## config.mk

```make
export PLATFORM = sky130hd
export DESIGN_NAME = muldiv_sequencer_flat
export DESIGN_NICKNAME = d
export VERILOG_FILES = /design/src/rtl/muldiv_sequencer_pkg.sv /design/src/rtl/muldiv_sequencer_if.sv /design/src/rtl/muldiv_sequencer_step.sv /design/src/rtl/muldiv_sequencer.sv /design/src/flat_wrapper.sv
export SDC_FILE = /design/constraint.sdc
export NUM_CORES = 1
export LEC_CHECK = 0
export ABC_AREA = 1
export CORE_ASPECT_RATIO = 2
export CORE_MARGIN = 3
export CORE_UTILIZATION = 25
export DETAILED_ROUTE_END_ITERATION = 8
export PLACE_DENSITY = 0.45
export SLEW_MARGIN = 25
export SYNTH_ARGS = -nofsm -noshare
export SYNTH_HDL_FRONTEND = slang
export SYNTH_HIERARCHICAL = 1
export SYNTH_SLANG_ARGS = --single-unit
export TNS_END_PERCENT = 30
```

## constraint.sdc

```tcl
create_clock -name clk -period 7.85 [get_ports clk]
set_input_delay 2.355 -clock clk [delete_from_list [all_inputs] [get_ports clk]]
set_output_delay 2.355 -clock clk [all_outputs]
set_load 0.01 [all_outputs]
```

## src/rtl/muldiv_sequencer_pkg.sv

```systemverilog
// Shared ALU control op-codes and the multiply/divide sequencer state encoding.
package muldiv_sequencer_pkg;

    localparam logic [3:0] OP_MUL = 4'b0101;
    localparam logic [3:0] OP_DIV = 4'b1011;

    typedef enum logic [1:0] {
        IDLE = 2'd0,
        MUL  = 2'd1,
        DIV  = 2'd2,
        FIX  = 2'd3
    } state_t;

endpackage

```

## src/rtl/muldiv_sequencer_if.sv

```systemverilog
// Request/result bundle between the core and the multiply/divide sequencer.
interface muldiv_sequencer_if #(parameter int WIDTH = 32);

    logic             Start;
    logic [3:0]       ALU_Control;
    logic [WIDTH-1:0] A;
    logic [WIDTH-1:0] B;
    logic             Busy;
    logic             Done;
    logic             DivByZero;
    logic [WIDTH-1:0] HI;
    logic [WIDTH-1:0] LO;

    modport master (
        output Start, ALU_Control, A, B,
        input  Busy, Done, DivByZero, HI, LO
    );

    modport slave (
        input  Start, ALU_Control, A, B,
        output Busy, Done, DivByZero, HI, LO
    );

endinterface

```

## src/rtl/muldiv_sequencer_step.sv

```systemverilog
// One iteration of shift-add multiply or restoring divide on unsigned magnitudes.
// Multiply: acc/quot form the 2W accumulator {upper, lower}; the lower half
// starts as the multiplier and is consumed LSB first as the product shifts in.
// Divide: acc is the partial remainder, quot the dividend/quotient register.
module muldiv_step #(
    parameter int WIDTH = 32
) (
    input  logic             div_mode,
    input  logic [WIDTH-1:0] acc_in,
    input  logic [WIDTH-1:0] quot_in,
    input  logic [WIDTH-1:0] opnd,
    output logic [WIDTH-1:0] acc_out,
    output logic [WIDTH-1:0] quot_out
);

    logic [WIDTH:0] sum;
    logic [WIDTH:0] shifted;
    logic [WIDTH:0] diff;

    // Compute both candidate iterations and select by mode.
    always_comb begin
        sum      = {1'b0, acc_in} + (quot_in[0] ? {1'b0, opnd} : '0);
        shifted  = {acc_in, quot_in[WIDTH-1]};
        diff     = shifted - {1'b0, opnd};
        acc_out  = sum[WIDTH:1];
        quot_out = {sum[0], quot_in[WIDTH-1:1]};
        if (div_mode) begin
            if (!diff[WIDTH]) begin
                acc_out  = diff[WIDTH-1:0];
                quot_out = {quot_in[WIDTH-2:0], 1'b1};
            end else begin
                acc_out  = shifted[WIDTH-1:0];
                quot_out = {quot_in[WIDTH-2:0], 1'b0};
            end
        end
    end

endmodule

```

## src/rtl/muldiv_sequencer.sv

```systemverilog
// Multi-cycle signed multiply/divide controller writing the HI/LO registers.
import muldiv_sequencer_pkg::*;

module muldiv_sequencer #(
    parameter int WIDTH = 32
) (
    input  logic              clk,
    input  logic              reset,
    muldiv_sequencer_if.slave bus
);

    localparam int             CW   = $clog2(WIDTH);
    localparam logic [CW-1:0]  LAST = CW'(WIDTH - 1);

    state_t             state, state_nxt;
    logic [CW-1:0]      cnt;
    logic [WIDTH-1:0]   acc, quot, opnd;
    logic [WIDTH-1:0]   acc_nxt, quot_nxt;
    logic               sa, sb, is_div;
    logic [WIDTH-1:0]   hi_r, lo_r;
    logic               done_r, dbz_r;
    logic [WIDTH-1:0]   abs_a, abs_b;
    logic [2*WIDTH-1:0] prod_neg;
    logic               start_mul, start_div, start_dbz;

    assign abs_a     = bus.A[WIDTH-1] ? -bus.A : bus.A;
    assign abs_b     = bus.B[WIDTH-1] ? -bus.B : bus.B;
    assign start_mul = bus.Start && (bus.ALU_Control == OP_MUL);
    assign start_div = bus.Start && (bus.ALU_Control == OP_DIV) && (bus.B != '0);
    assign start_dbz = bus.Start && (bus.ALU_Control == OP_DIV) && (bus.B == '0);
    assign prod_neg  = -{acc, quot};

    muldiv_step #(.WIDTH(WIDTH)) u_step (
        .div_mode (is_div),
        .acc_in   (acc),
        .quot_in  (quot),
        .opnd     (opnd),
        .acc_out  (acc_nxt),
        .quot_out (quot_nxt)
    );

    // State register.
    always_ff @(posedge clk or posedge reset) begin
        if (reset) state <= IDLE;
        else       state <= state_nxt;
    end

    // Next-state logic: accept requests only in IDLE, run WIDTH iterations, then fix signs.
    always_comb begin
        state_nxt = state;
        case (state)
            IDLE: begin
                if (start_mul)      state_nxt = MUL;
                else if (start_div) state_nxt = DIV;
            end
            MUL, DIV: if (cnt == LAST) state_nxt = FIX;
            FIX:      state_nxt = IDLE;
            default:  state_nxt = IDLE;
        endcase
    end

    // Datapath: operand latch, iteration, sign correction and result/pulse registers.
    always_ff @(posedge clk or posedge reset) begin
        if (reset) begin
            cnt    <= '0;
            acc    <= '0;
            quot   <= '0;
            opnd   <= '0;
            sa     <= 1'b0;
            sb     <= 1'b0;
            is_div <= 1'b0;
            hi_r   <= '0;
            lo_r   <= '0;
            done_r <= 1'b0;
            dbz_r  <= 1'b0;
        end else begin
            done_r <= 1'b0;
            dbz_r  <= 1'b0;
            case (state)
                IDLE: begin
                    if (start_mul || start_div) begin
                        // Multiply keeps the multiplier in the lower accumulator half.
                        acc    <= '0;
                        quot   <= start_div ? abs_a : abs_b;
                        opnd   <= start_div ? abs_b : abs_a;
                        sa     <= bus.A[WIDTH-1];
                        sb     <= bus.B[WIDTH-1];
                        is_div <= start_div;
                        cnt    <= '0;
                    end else if (start_dbz) begin
                        done_r <= 1'b1;
                        dbz_r  <= 1'b1;
                    end
                end
                MUL, DIV: begin
                    acc  <= acc_nxt;
                    quot <= quot_nxt;
                    cnt  <= cnt + 1'b1;
                end
                FIX: begin
                    if (is_div) begin
                        lo_r <= (sa ^ sb) ? -quot : quot;
                        hi_r <= sa ? -acc : acc;
                    end else if (sa ^ sb) begin
                        {hi_r, lo_r} <= prod_neg;
                    end else begin
                        {hi_r, lo_r} <= {acc, quot};
                    end
                    done_r <= 1'b1;
                end
                default: ;
            endcase
        end
    end

    assign bus.Busy      = (state != IDLE);
    assign bus.Done      = done_r;
    assign bus.DivByZero = dbz_r;
    assign bus.HI        = hi_r;
    assign bus.LO        = lo_r;

endmodule

```

## src/flat_wrapper.sv

```systemverilog
// flat-port wrapper written by rule: the top's interface ports become plain ports
module muldiv_sequencer_flat 
#(
    parameter int WIDTH = 32
)
  (clk, reset, bus_Start, bus_ALU_Control, bus_A, bus_B, bus_Busy, bus_Done, bus_DivByZero, bus_HI, bus_LO);
  muldiv_sequencer_if #(.WIDTH(WIDTH)) bus_i ();
  input  logic clk;
  input  logic reset;
  input wire logic [$bits(bus_i.Start)-1:0] bus_Start;
  input wire logic [$bits(bus_i.ALU_Control)-1:0] bus_ALU_Control;
  input wire logic [$bits(bus_i.A)-1:0] bus_A;
  input wire logic [$bits(bus_i.B)-1:0] bus_B;
  output wire logic [$bits(bus_i.Busy)-1:0] bus_Busy;
  output wire logic [$bits(bus_i.Done)-1:0] bus_Done;
  output wire logic [$bits(bus_i.DivByZero)-1:0] bus_DivByZero;
  output wire logic [$bits(bus_i.HI)-1:0] bus_HI;
  output wire logic [$bits(bus_i.LO)-1:0] bus_LO;
  assign bus_i.Start = bus_Start;
  assign bus_i.ALU_Control = bus_ALU_Control;
  assign bus_i.A = bus_A;
  assign bus_i.B = bus_B;
  assign bus_Busy = bus_i.Busy;
  assign bus_Done = bus_i.Done;
  assign bus_DivByZero = bus_i.DivByZero;
  assign bus_HI = bus_i.HI;
  assign bus_LO = bus_i.LO;
  muldiv_sequencer #(.WIDTH(WIDTH)) u_core (.clk(clk), .reset(reset), .bus(bus_i));
endmodule
```

==> results of run 1 <==
-- state kept, by name, summed over array words and instances (netlist names) --
signal / cells
u_core/bus.HI: 32
u_core/quot: 32
u_core/state: 2
u_core/opnd: 32
u_core/sa: 1
u_core/bus.LO: 32
u_core/is_div: 1
u_core/acc: 32
u_core/bus.DivByZero: 1
u_core/bus.Done: 1
u_core/sb: 1
u_core/cnt: 5
-- Yosys cell counts, drive strengths merged (10+ instances only) --
master and count:
nand2 1156, inv 405, nand3 403, nor2 348, o21ai 197, dfrtp 172, a21oi 105, ha 72
xor2 55, clkbuf 53, buf 51, nand4 23, nand3b 22, a22oi 20, nor3 20, xnor2 17
o211ai 12, or2 10
-- per-layer routing --
layer  vias up  part of all wire [%]
met2       577                    52
met1      9375                    33
met5         -                     0
met3       247                   2.5
li1      10300                     -
met4         0                    12
-- per-stage QoR --
| step | utilization [%] | hold WS, ps | setup slack, ps | instance area, µm² | std cells |
|---|---|---|---|---|---|
| global route | 29.3 | 508 | 2710 | 21100 | 4195 |
| global placement | 28.5 | 462 | 2450 | 20500 | 4164 |
| floorplan | - | 456 | 835 | 18200 | 3181 |
| CTS | 29.3 | 487 | 2980 | 21100 | 4195 |
| detailed placement | 28.5 | 467 | 2480 | 20500 | 4164 |
| finish | 29.3 | 480 | 2930 | 21100 | 4196 |
-- cells by family after synthesis --
kind of cell / Yosys count
flip-flops: 172
adder cells (fa/ha/maj): 74
AND/OR/NAND/NOR: 1992
AO/OA/AOI/OAI: 360
XOR/XNOR: 72
buffers and inverters: 511
-- worst max path at each step --
stage	startpoint	to	slack, ps
final	bus_B[31]	u_core/cnt[3]$_DFFE_PP0P_	2930
after global routing	bus_B[31]	u_core/cnt[3]$_DFFE_PP0P_	2710
after CTS	bus_B[31]	u_core/cnt[3]$_DFFE_PP0P_	2980
after detailed placement	bus_B[31]	u_core/cnt[3]$_DFFE_PP0P_	2480
after global placement	bus_B[31]	u_core/cnt[2]$_DFFE_PP0P_	2450
after floorplan	reset	u_core/acc[0]$_DFFE_PP0P_	830
-- area by class of cell --
| type | count | area share [%] |
|---|---|---|
| timing repair buffer | 171 | 7.71 |
| clock inverter | 13 | 0.640 |
| antenna | 1 | 0.0119 |
| multi-input combinational | 2498 | 56.4 |
| tap | 916 | 5.43 |
| clock buffer | 18 | 2.08 |
| sequential | 172 | 20.4 |
| inverter | 407 | 7.29 |
-- report_power, final --
| part | switching [mW] | internal [mW] | total [mW] |
|---|---|---|---|
| clock network | 0.411 | 0.450 | 0.861 |
| registers | 0.561 | 1.27 | 1.83 |
| logic | 4.40 | 1.98 | 6.38 |
| total | 5.37 | 3.70 | 9.07 |
-- worst min-delay path, delay by kind of cell (launching register included) --
family | cells | cell delay (ps)
simple gates | 2 | 100
flops | 1 | 350
==> run_results.csv, run 1 <==
group,metric,value,unit
run_status,outcome,"completed",
placement,port_buffers,137,
cts,cts_num_sinks,172,
synth,yosysTopAreaCell,"dfrtp_1",
synth,synth-async-reset-ratio,100,%
pwr,p_leak,11.0,nW
worst_setup_path,crit_path_top_delay_cell,"buf_4",
synth,synth_seq_area_share,23.6,%
sta,rsz0062_at_grt,"false",
worst_setup_path,rr_worst_depth,17,
finish,drive_gt1_share,3.69,%
cts,cts_max_level,4,
floorplan,io_pins,138,
worst_setup_path,path_class,"in2reg",
finish,nNetsFinal,3412,
synth,synthCells,3181,
synth,syn_nets,3326,
floorplan,die_h,388,µm
cts,cts_buffers,17,
worst_setup_path,cp_data_arrival_time,5280,ps
cts,post_cts_buffers,0,
synth,ys_types,45,
worst_setup_path,worst_setup_path_start_kind,"primary input",
detailed_routing,vias_per_cell,4.88,
sta,maxSlewHeadroom,36.9,%
sta,clock.fmax,0.203,GHz
worst_setup_path,r2r-end,"u_core/acc[29]$_DFFE_PP0P_",
synth,synthXorXnorAreaFrac,3.46,%
detailed_routing,dr_total_vias,20500,
synth,synth-simple-area-share,45.7,%
global_route,use_met1,22.3,%
sta,worst_pin_slew,945,ps
sta,tns,0,ps
global_route,grt_max_degree,80,
detailed_routing,drc_errors,0,
worst_setup_path,timing.rr.start,"u_core/acc[0]$_DFFE_PP0P_",
finish,final_common_cell,"nand2_1",
synth,ys.flop_type,"dfrtp_1",
placement,place_hpwl,77100,µm
synth,synth.mux.area_fraction,0,%
global_route,grtUsageMet3,1.73,%
detailed_routing,dr.pass1.iters,6,
finish,register_area,0.00431,mm²
cts,cts_max_path_buffers,2,
finish,multiInputGateArea,0.0119,mm²
sta,min_period,4920,ps
synth,yosysTopAreaCellShare,23.6,%
floorplan,rows,139,
min_path,hold_path.class,"reg2reg",
worst_setup_path,endpoint_kind,"flop",
finish,area_growth,15.7,%
cts,clkTransAtPathRegs,80,ps
sta,final_hold_viol_count,0,
cts,cts-hold-fix-buffers,0,
sta,setup_violations,0,
global_route,grt_pass1_vias,20700,
worst_setup_path,cp_num_cells,14,
pwr,power,9.07,mW
worst_setup_path,cp.required,8210,ps
synth,synth_top_family_by_area,"simple AND/OR/NAND/NOR gates",
cts,clk_latency,480,ps
synth,ys_seq_elements,172,
detailed_routing,wire_per_inst,22.0,µm
finish,fill_cells,8380,
sta,slew_viol_final,0,
global_route,overflow,0,
cts,cts_tree,"done",
worst_setup_path,cp_num_buf_inv,4,
detailed_routing,routed_wl,92100,µm
global_route,antenna_found_initial,0,
min_path,hp-start,"u_core/bus.HI[4]$_DFFE_PP0P_",
worst_setup_path,cp_cell_sequence,"clkdlybuf4s50_1 > buf_4 > inv_4 > nand3_1 > nor2_1 > nand2_2 > nor2_4 > nor2_4 > nand2_4 > nand2_4 > buf_4 > nand3_1 > nand2_1 > nor2_1",
floorplan,coreArea,0.0720,mm²
cts,cts_root_buffer,"clkbuf_16",
floorplan,dieArea,0.0764,mm²
sta,fin_crit_sh,62.7,%
worst_setup_path,path_max_fanout,77,
floorplan,die_w,197,µm
pwr,powerDensity,430,mW/mm²
global_route,grt_usage,23.9,%
synth,syn_area_per_cell,5.73,µm²
synth,synth_area,0.0182,mm²
sta,finClkSkew,24.5,ps
finish,mostFrequentLayoutCells,"1141 x nand2_1, 400 x nand3_1, 398 x inv_1, 336 x nor2_1, 171 x dfrtp_1",
global_route,grt_use_met2,44.4,%
placement,gp_congestion,0.990,
worst_setup_path,reg2reg_slack,3890,ps
floorplan,initial_core_util,25.3,%
min_path,hold_path_depth,2,
detailed_routing,antenna_left,0,
synth,ys_warn_count,6,
flow_run,maxCapViolCount,0,
detailed_routing,drt-initial-drc-count,1450,
global_route,grt_pass1_wl,134000,µm
synth,synth_edf_count,0,
worst_setup_path,cpPeakStageDelay,680,ps
synth,synthAdderAreaFrac,5.16,%
pwr,vdd_drop_max,0.206,mV
min_path,hold-path-endpoint,"u_core/bus.HI[4]$_DFFE_PP0P_",
cts,ctsResizeCount,0,
worst_setup_path,cp_top_family,"buffers and inverters",
global_route,grt-busiest-layer,"met2",
synth,synth_compound_area_share,10.8,%
synth,post_synth_main_area_contributors,"dfrtp_1 24%, nand2_1 23%, nand3_1 11%, inv_1 8.2%, nor2_1 6.9%",
Power figures use the tool's default switching activity.
==> run 2, diff against run 1 <==
- clock period: 7.85 -> 5.12 ns (I/O delays scaled with it)
==> run 2 against run 1 <==
Setup slack worse by 1800 ps. Sequential cell count unchanged. Largest power group unchanged. Clock-buffer cell count up 2. Final cell count up 0.57%. Combinational power up 55%. Global-route usage up 0.38 points.
==> run_results.csv, run 2 (synthesis gave the netlist of run 1 again) <==
group,metric,value,unit
worst_setup_path,reg2reg_slack,1310,ps
global_route,antenna_found_initial,0,
sta,fin_crit_sh,78.1,%
sta,min_period,4000,ps
detailed_routing,antenna_left,0,
min_path,hold_path.class,"reg2reg",
cts,cts_num_sinks,172,
cts,clkTransAtPathRegs,70,ps
sta,setup_violations,0,
sta,final_hold_viol_count,0,
worst_setup_path,cp.required,5470,ps
worst_setup_path,worst_setup_path_start_kind,"primary input",
floorplan,io_pins,138,
worst_setup_path,cp_num_cells,14,
floorplan,rows,139,
floorplan,dieArea,0.0764,mm²
sta,clock.fmax,0.250,GHz
detailed_routing,dr.pass1.iters,6,
worst_setup_path,crit_top_cell,"nor2_4",
sta,rsz0062_at_grt,"false",
finish,nNetsFinal,3436,
finish,drive_gt1_share,4.33,%
cts,cts_buffers,17,
detailed_routing,drc_errors,0,
worst_setup_path,cp_data_arrival_time,4350,ps
cts,ctsResizeCount,0,
global_route,grt_pass1_vias,21200,
worst_setup_path,r2r-end,"u_core/acc[26]$_DFFE_PP0P_",
cts,cts-hold-fix-buffers,0,
flow_run,maxCapViolCount,0,
worst_setup_path,crit_path_top_delay_cell,"clkdlybuf4s50_1",
cts,cts_max_level,4,
pwr,vdd_drop_max,0.290,mV
placement,gp_congestion,1.02,
run_status,outcome,"completed",
cts,cts_tree,"done",
placement,dpl.cell_count,4187,
global_route,grt_max_degree,69,
sta,whs,482,ps
floorplan,initial_core_util,25.3,%
placement,dp_slack,678,ps
pwr,p_leak,11.1,nW
detailed_routing,vias_per_cell,4.94,
finish,area_growth,16.9,%
sta,worst_slack,1120,ps
finish,antennaDiodeCount,0,
worst_setup_path,timing.rr.start,"u_core/quot[31]$_DFFE_PP0P_",
global_route,grt_usage,24.3,%
finish,final_core_util,29.6,%
sta,tns,0,ps
detailed_routing,dr_total_vias,20800,
sta,slew_viol_final,0,
worst_setup_path,path_max_fanout,51,
cts,post_cts_buffers,0,
worst_setup_path,rr_worst_depth,18,
sta,worst_pin_slew,972,ps
detailed_routing,routed_wl,94200,µm
placement,place_hpwl,78700,µm
global_route,overflow,0,
worst_setup_path,cp_cell_sequence,"clkdlybuf4s50_1 > inv_1 > ha_1 > nand3_2 > nor2_4 > nand2_2 > nor2_4 > nor2_4 > nand2_4 > nand2_4 > buf_12 > buf_4 > nand3_1 > o21ai_1",
sta,finClkSkew,19.9,ps
pwr,power,14.1,mW
worst_setup_path,cp-endpoint,"u_core/acc[8]$_DFFE_PP0P_",
worst_setup_path,endpoint_kind,"flop",
detailed_routing,wire_per_inst,22.3,µm
worst_setup_path,path_class,"in2reg",
pwr,powerDensity,660,mW/mm²
worst_setup_path,cp_top_family,"simple AND/OR/NAND/NOR gates",
finish,stdcell_count,4220,
placement,placed_cell_area,0.0207,mm²
cts,cts_max_path_buffers,2,
cts,clk_latency,480,ps
floorplan,die_h,388,µm
finish,fin_area,0.0213,mm²
worst_setup_path,cpPeakStageDelay,560,ps
floorplan,die_w,197,µm
worst_setup_path,cp_num_buf_inv,4,
finish,mostFrequentLayoutCells,"1141 x nand2_1, 400 x nand3_1, 398 x inv_1, 337 x nor2_1, 170 x dfrtp_1",
global_route,grt_pass1_wl,136000,µm
cts,cts_root_buffer,"clkbuf_16",
floorplan,coreArea,0.0720,mm²
finish,final_common_cell,"nand2_1",
placement,port_buffers,137,
sta,maxSlewHeadroom,35.1,%
detailed_routing,drt-initial-drc-count,1527,
worst_setup_path,crit_start,"bus_B[0]",
[run 2: cell count changes in the layout (fill, tap and decap cells not counted), moves of 2 or more]
cell / previous run / this run
buf_4: 34 / 53
buf_12: 0 / 5
clkbuf_1: 0 / 3
clkinv_2: 2 / 4
clkinvlp_4: 4 / 2
inv_8: 3 / 1
[run 2: cell type report]
cell class / count / area (µm²)
Clock inverter: 12 / 113
Inverter: 407 / 1530
Timing Repair Buffer: 195 / 1870
Multi-Input combinational cell: 2498 / 11900
Fill cell: 8391 / 50700
Sequential cell: 172 / 4310
Clock buffer: 20 / 437
Tap cell: 916 / 1150
[run 2: report_power, final]
group / internal (mW) / leakage, nW / switching (mW) / total (mW)
clock: 0.674 / 0.271 / 0.612 / 1.29
combinational: 3.10 / 8.70 / 6.79 / 9.89
sequential: 1.95 / 2.15 / 0.941 / 2.89
[run 2: metal layers]
metal / global-route usage [%] / share of wire, % / vias up
met2: 45.6 / 53 / 558
met4: 22.7 / 11 / 0
met5: 0 / 0 / -
li1: - / - / 10300
met3: 2.24 / 2.7 / 252
met1: 22.5 / 33 / 9676
[run 2: how the worst min path moves through the flow]
stage                                   from                            end  depth (start not counted)  slack, ps
2_1_floorplan      u_core/cnt[4]$_DFFE_PP0P_      u_core/cnt[4]$_DFFE_PP0P_                          2        460
3_3_place_gp    u_core/bus.HI[4]$_DFFE_PP0P_   u_core/bus.HI[4]$_DFFE_PP0P_                          2        460
3_5_place_dp   u_core/bus.HI[29]$_DFFE_PP0P_  u_core/bus.HI[29]$_DFFE_PP0P_                          2        470
4_1_cts        u_core/bus.HI[29]$_DFFE_PP0P_  u_core/bus.HI[29]$_DFFE_PP0P_                          2        490
5_1_grt         u_core/bus.HI[3]$_DFFE_PP0P_   u_core/bus.HI[3]$_DFFE_PP0P_                          2        510
6_report       u_core/bus.HI[17]$_DFFE_PP0P_  u_core/bus.HI[17]$_DFFE_PP0P_                          2        480
[run 2: worst min-delay path, cell delays in order (launching register included)]
cell and delay, ps:
dfrtp_1 350, nand2_1 50, nand2_1 50
==> run 3, diff against run 2 <==
- clock period: 5.12 -> 3.94 ns (I/O delays scaled with it)
==> run 3 against run 2 <==
Combinational power grew 37%. Total power grew 34%. Final cell count grew 1.3%. Clock power grew 32%. Critical path depth grew 3. Sequential power grew 26%. Via count grew 2.2%. Register-to-register slack lost 780 ps. Wire length grew 4.2%. Clock-buffer cell count grew 3. Critical path type is now reg2reg. Critical endpoint is now u_core/acc[29]$_DFFE_PP0P_.
==> run_results.csv, run 3 (synthesis gave the netlist of run 1 again) <==
group,metric,value,unit
floorplan,io_pins,138,
run_status,outcome,"completed",
global_route,grt_pass1_wl,141000,µm
worst_setup_path,reg2reg_slack,530,ps
cts,cts_buffers,17,
floorplan,rows,139,
cts,clkTransAtPathRegs,70,ps
finish,area_growth,19.3,%
worst_setup_path,path_max_fanout,13,
pwr,powerDensity,866,mW/mm²
global_route,grt_max_degree,69,
sta,min_period,3410,ps
finish,nNetsFinal,3489,
placement,port_buffers,137,
worst_setup_path,r2r-end,"u_core/acc[29]$_DFFE_PP0P_",
pwr,vdd_drop_max,0.400,mV
sta,tns,0,ps
flow_run,maxCapViolCount,0,
min_path,hold-path-endpoint,"u_core/bus.HI[14]$_DFFE_PP0P_",
sta,finClkSkew,19.6,ps
pwr,power,18.8,mW
sta,maxSlewHeadroom,47.3,%
floorplan,initial_core_util,25.3,%
finish,drive_gt1_share,5.84,%
min_path,hold_path_depth,2,
worst_setup_path,crit_path_top_delay_cell,"dfrtp_1",
cts,clk_latency,480,ps
global_route,grt_usage,25.3,%
worst_setup_path,cp_data_arrival_time,3810,ps
placement,placed_cell_area,0.0212,mm²
worst_setup_path,cpPeakStageDelay,560,ps
detailed_routing,drc_errors,0,
detailed_routing,dr.pass1.iters,6,
floorplan,die_w,197,µm
finish,mostFrequentLayoutCells,"1141 x nand2_1, 400 x nand3_1, 398 x inv_1, 337 x nor2_1, 171 x dfrtp_1",
sta,rsz0062_at_grt,"false",
detailed_routing,dr_total_vias,21300,
cts,cts_max_path_buffers,2,
sta,setup_violations,0,
cts,cts_tree,"done",
min_path,hp-start,"u_core/bus.HI[14]$_DFFE_PP0P_",
finish,final_core_util,30.2,%
sta,fin_crit_sh,86.6,%
global_route,antenna_found_initial,0,
cts,cts-hold-fix-buffers,0,
worst_setup_path,timing.rr.start,"u_core/quot[0]$_DFFE_PP0P_",
pwr,p_leak,11.4,nW
placement,place_hpwl,82400,µm
cts,cts_num_sinks,172,
cts,post_cts_buffers,0,
finish,fin_area,0.0218,mm²
global_route,grt_pass1_vias,21800,
global_route,overflow,0,
worst_setup_path,path_class,"reg2reg",
finish,antennaDiodeCount,0,
detailed_routing,drt-initial-drc-count,1417,
sta,final_hold_viol_count,0,
worst_setup_path,cp_cell_sequence,"buf_4 > nand2_1 > inv_1 > fa_1 > nand2_1 > nand2_1 > o21ai_0 > o21ai_0 > nand3b_1 > nand2_1 > nand2_1 > nand3_1 > nand3_1 > nand2_1 > buf_12 > nand3_1 > o21ai_1",
detailed_routing,routed_wl,98200,µm
sta,whs,478,ps
cts,cts_root_buffer,"clkbuf_16",
detailed_routing,vias_per_cell,4.98,
floorplan,die_h,388,µm
sta,clock.fmax,0.293,GHz
worst_setup_path,worst_setup_path_start_kind,"flop",
detailed_routing,wire_per_inst,23.0,µm
worst_setup_path,cp.required,4340,ps
worst_setup_path,crit_top_cell,"nand2_1",
finish,final_common_cell,"nand2_1",
worst_setup_path,endpoint_kind,"flop",
cts,cts_max_level,4,
floorplan,dieArea,0.0764,mm²
floorplan,coreArea,0.0720,mm²
sta,worst_pin_slew,791,ps
detailed_routing,antenna_left,0,
cts,ctsResizeCount,0,
placement,gp_congestion,0.994,
min_path,hold_path.class,"reg2reg",
worst_setup_path,rr_worst_depth,17,
sta,slew_viol_final,0,
run 3: cell type report:
cell class	instances	area, µm²
flip-flops and latches	172	4310
clock buffers	23	488
well taps	916	1150
inverters	407	1530
repair buffers	248	2300
fillers	8397	50200
multi-input cells	2498	11900
clock inverters	9	75.1
run 3: how the worst max path moves through the flow:
stage,startpoint,end,slack (ps),cells past startpoint
2_1_floorplan,reset,u_core/acc[0]$_DFFE_PP0P_,560,1
3_3_place_gp,bus_B[0],u_core/opnd[13]$_DFFE_PP0P_,220,11
3_5_place_dp,bus_B[0],u_core/state[0]$_DFFE_PP0P_,190,11
4_1_cts,u_core/quot[0]$_DFFE_PP0P_,u_core/acc[29]$_DFFE_PP0P_,600,17
5_1_grt,u_core/quot[0]$_DFFE_PP0P_,u_core/acc[29]$_DFFE_PP0P_,400,17
6_report,u_core/quot[0]$_DFFE_PP0P_,u_core/acc[29]$_DFFE_PP0P_,530,17
run 3: worst max-delay path: cells and delay by family, from the launching register on:
family / cells / cell delay, ps
and+or+nand+nor: 10 / 1220
AOI/OAI and AO/OA: 3 / 730
DFF: 1 / 560
buffers and inverters: 3 / 530
adders and majority gates: 1 / 320
run 3: power by group:
part / internal, mW / switching (mW)
clock: 0.885 / 0.812
combinational: 4.36 / 9.13
sequential: 2.53 / 1.12
run 3: stage by stage:
step / instances / setup slack (ps)
after floorplan: 3181 / 561
after global placement: 4241 / 223
after detailed placement: 4241 / 190
after CTS: 4273 / 600
after global routing: 4273 / 397
final: 4273 / 527
run 3: per-layer routing:
| metal | share of wire (%) | global-route usage (%) |
|---|---|---|
| met4 | 12 | 25.2 |
| met5 | 0 | 0 |
| met3 | 2.9 | 2.11 |
| met2 | 52 | 47.1 |
| met1 | 33 | 23.4 |
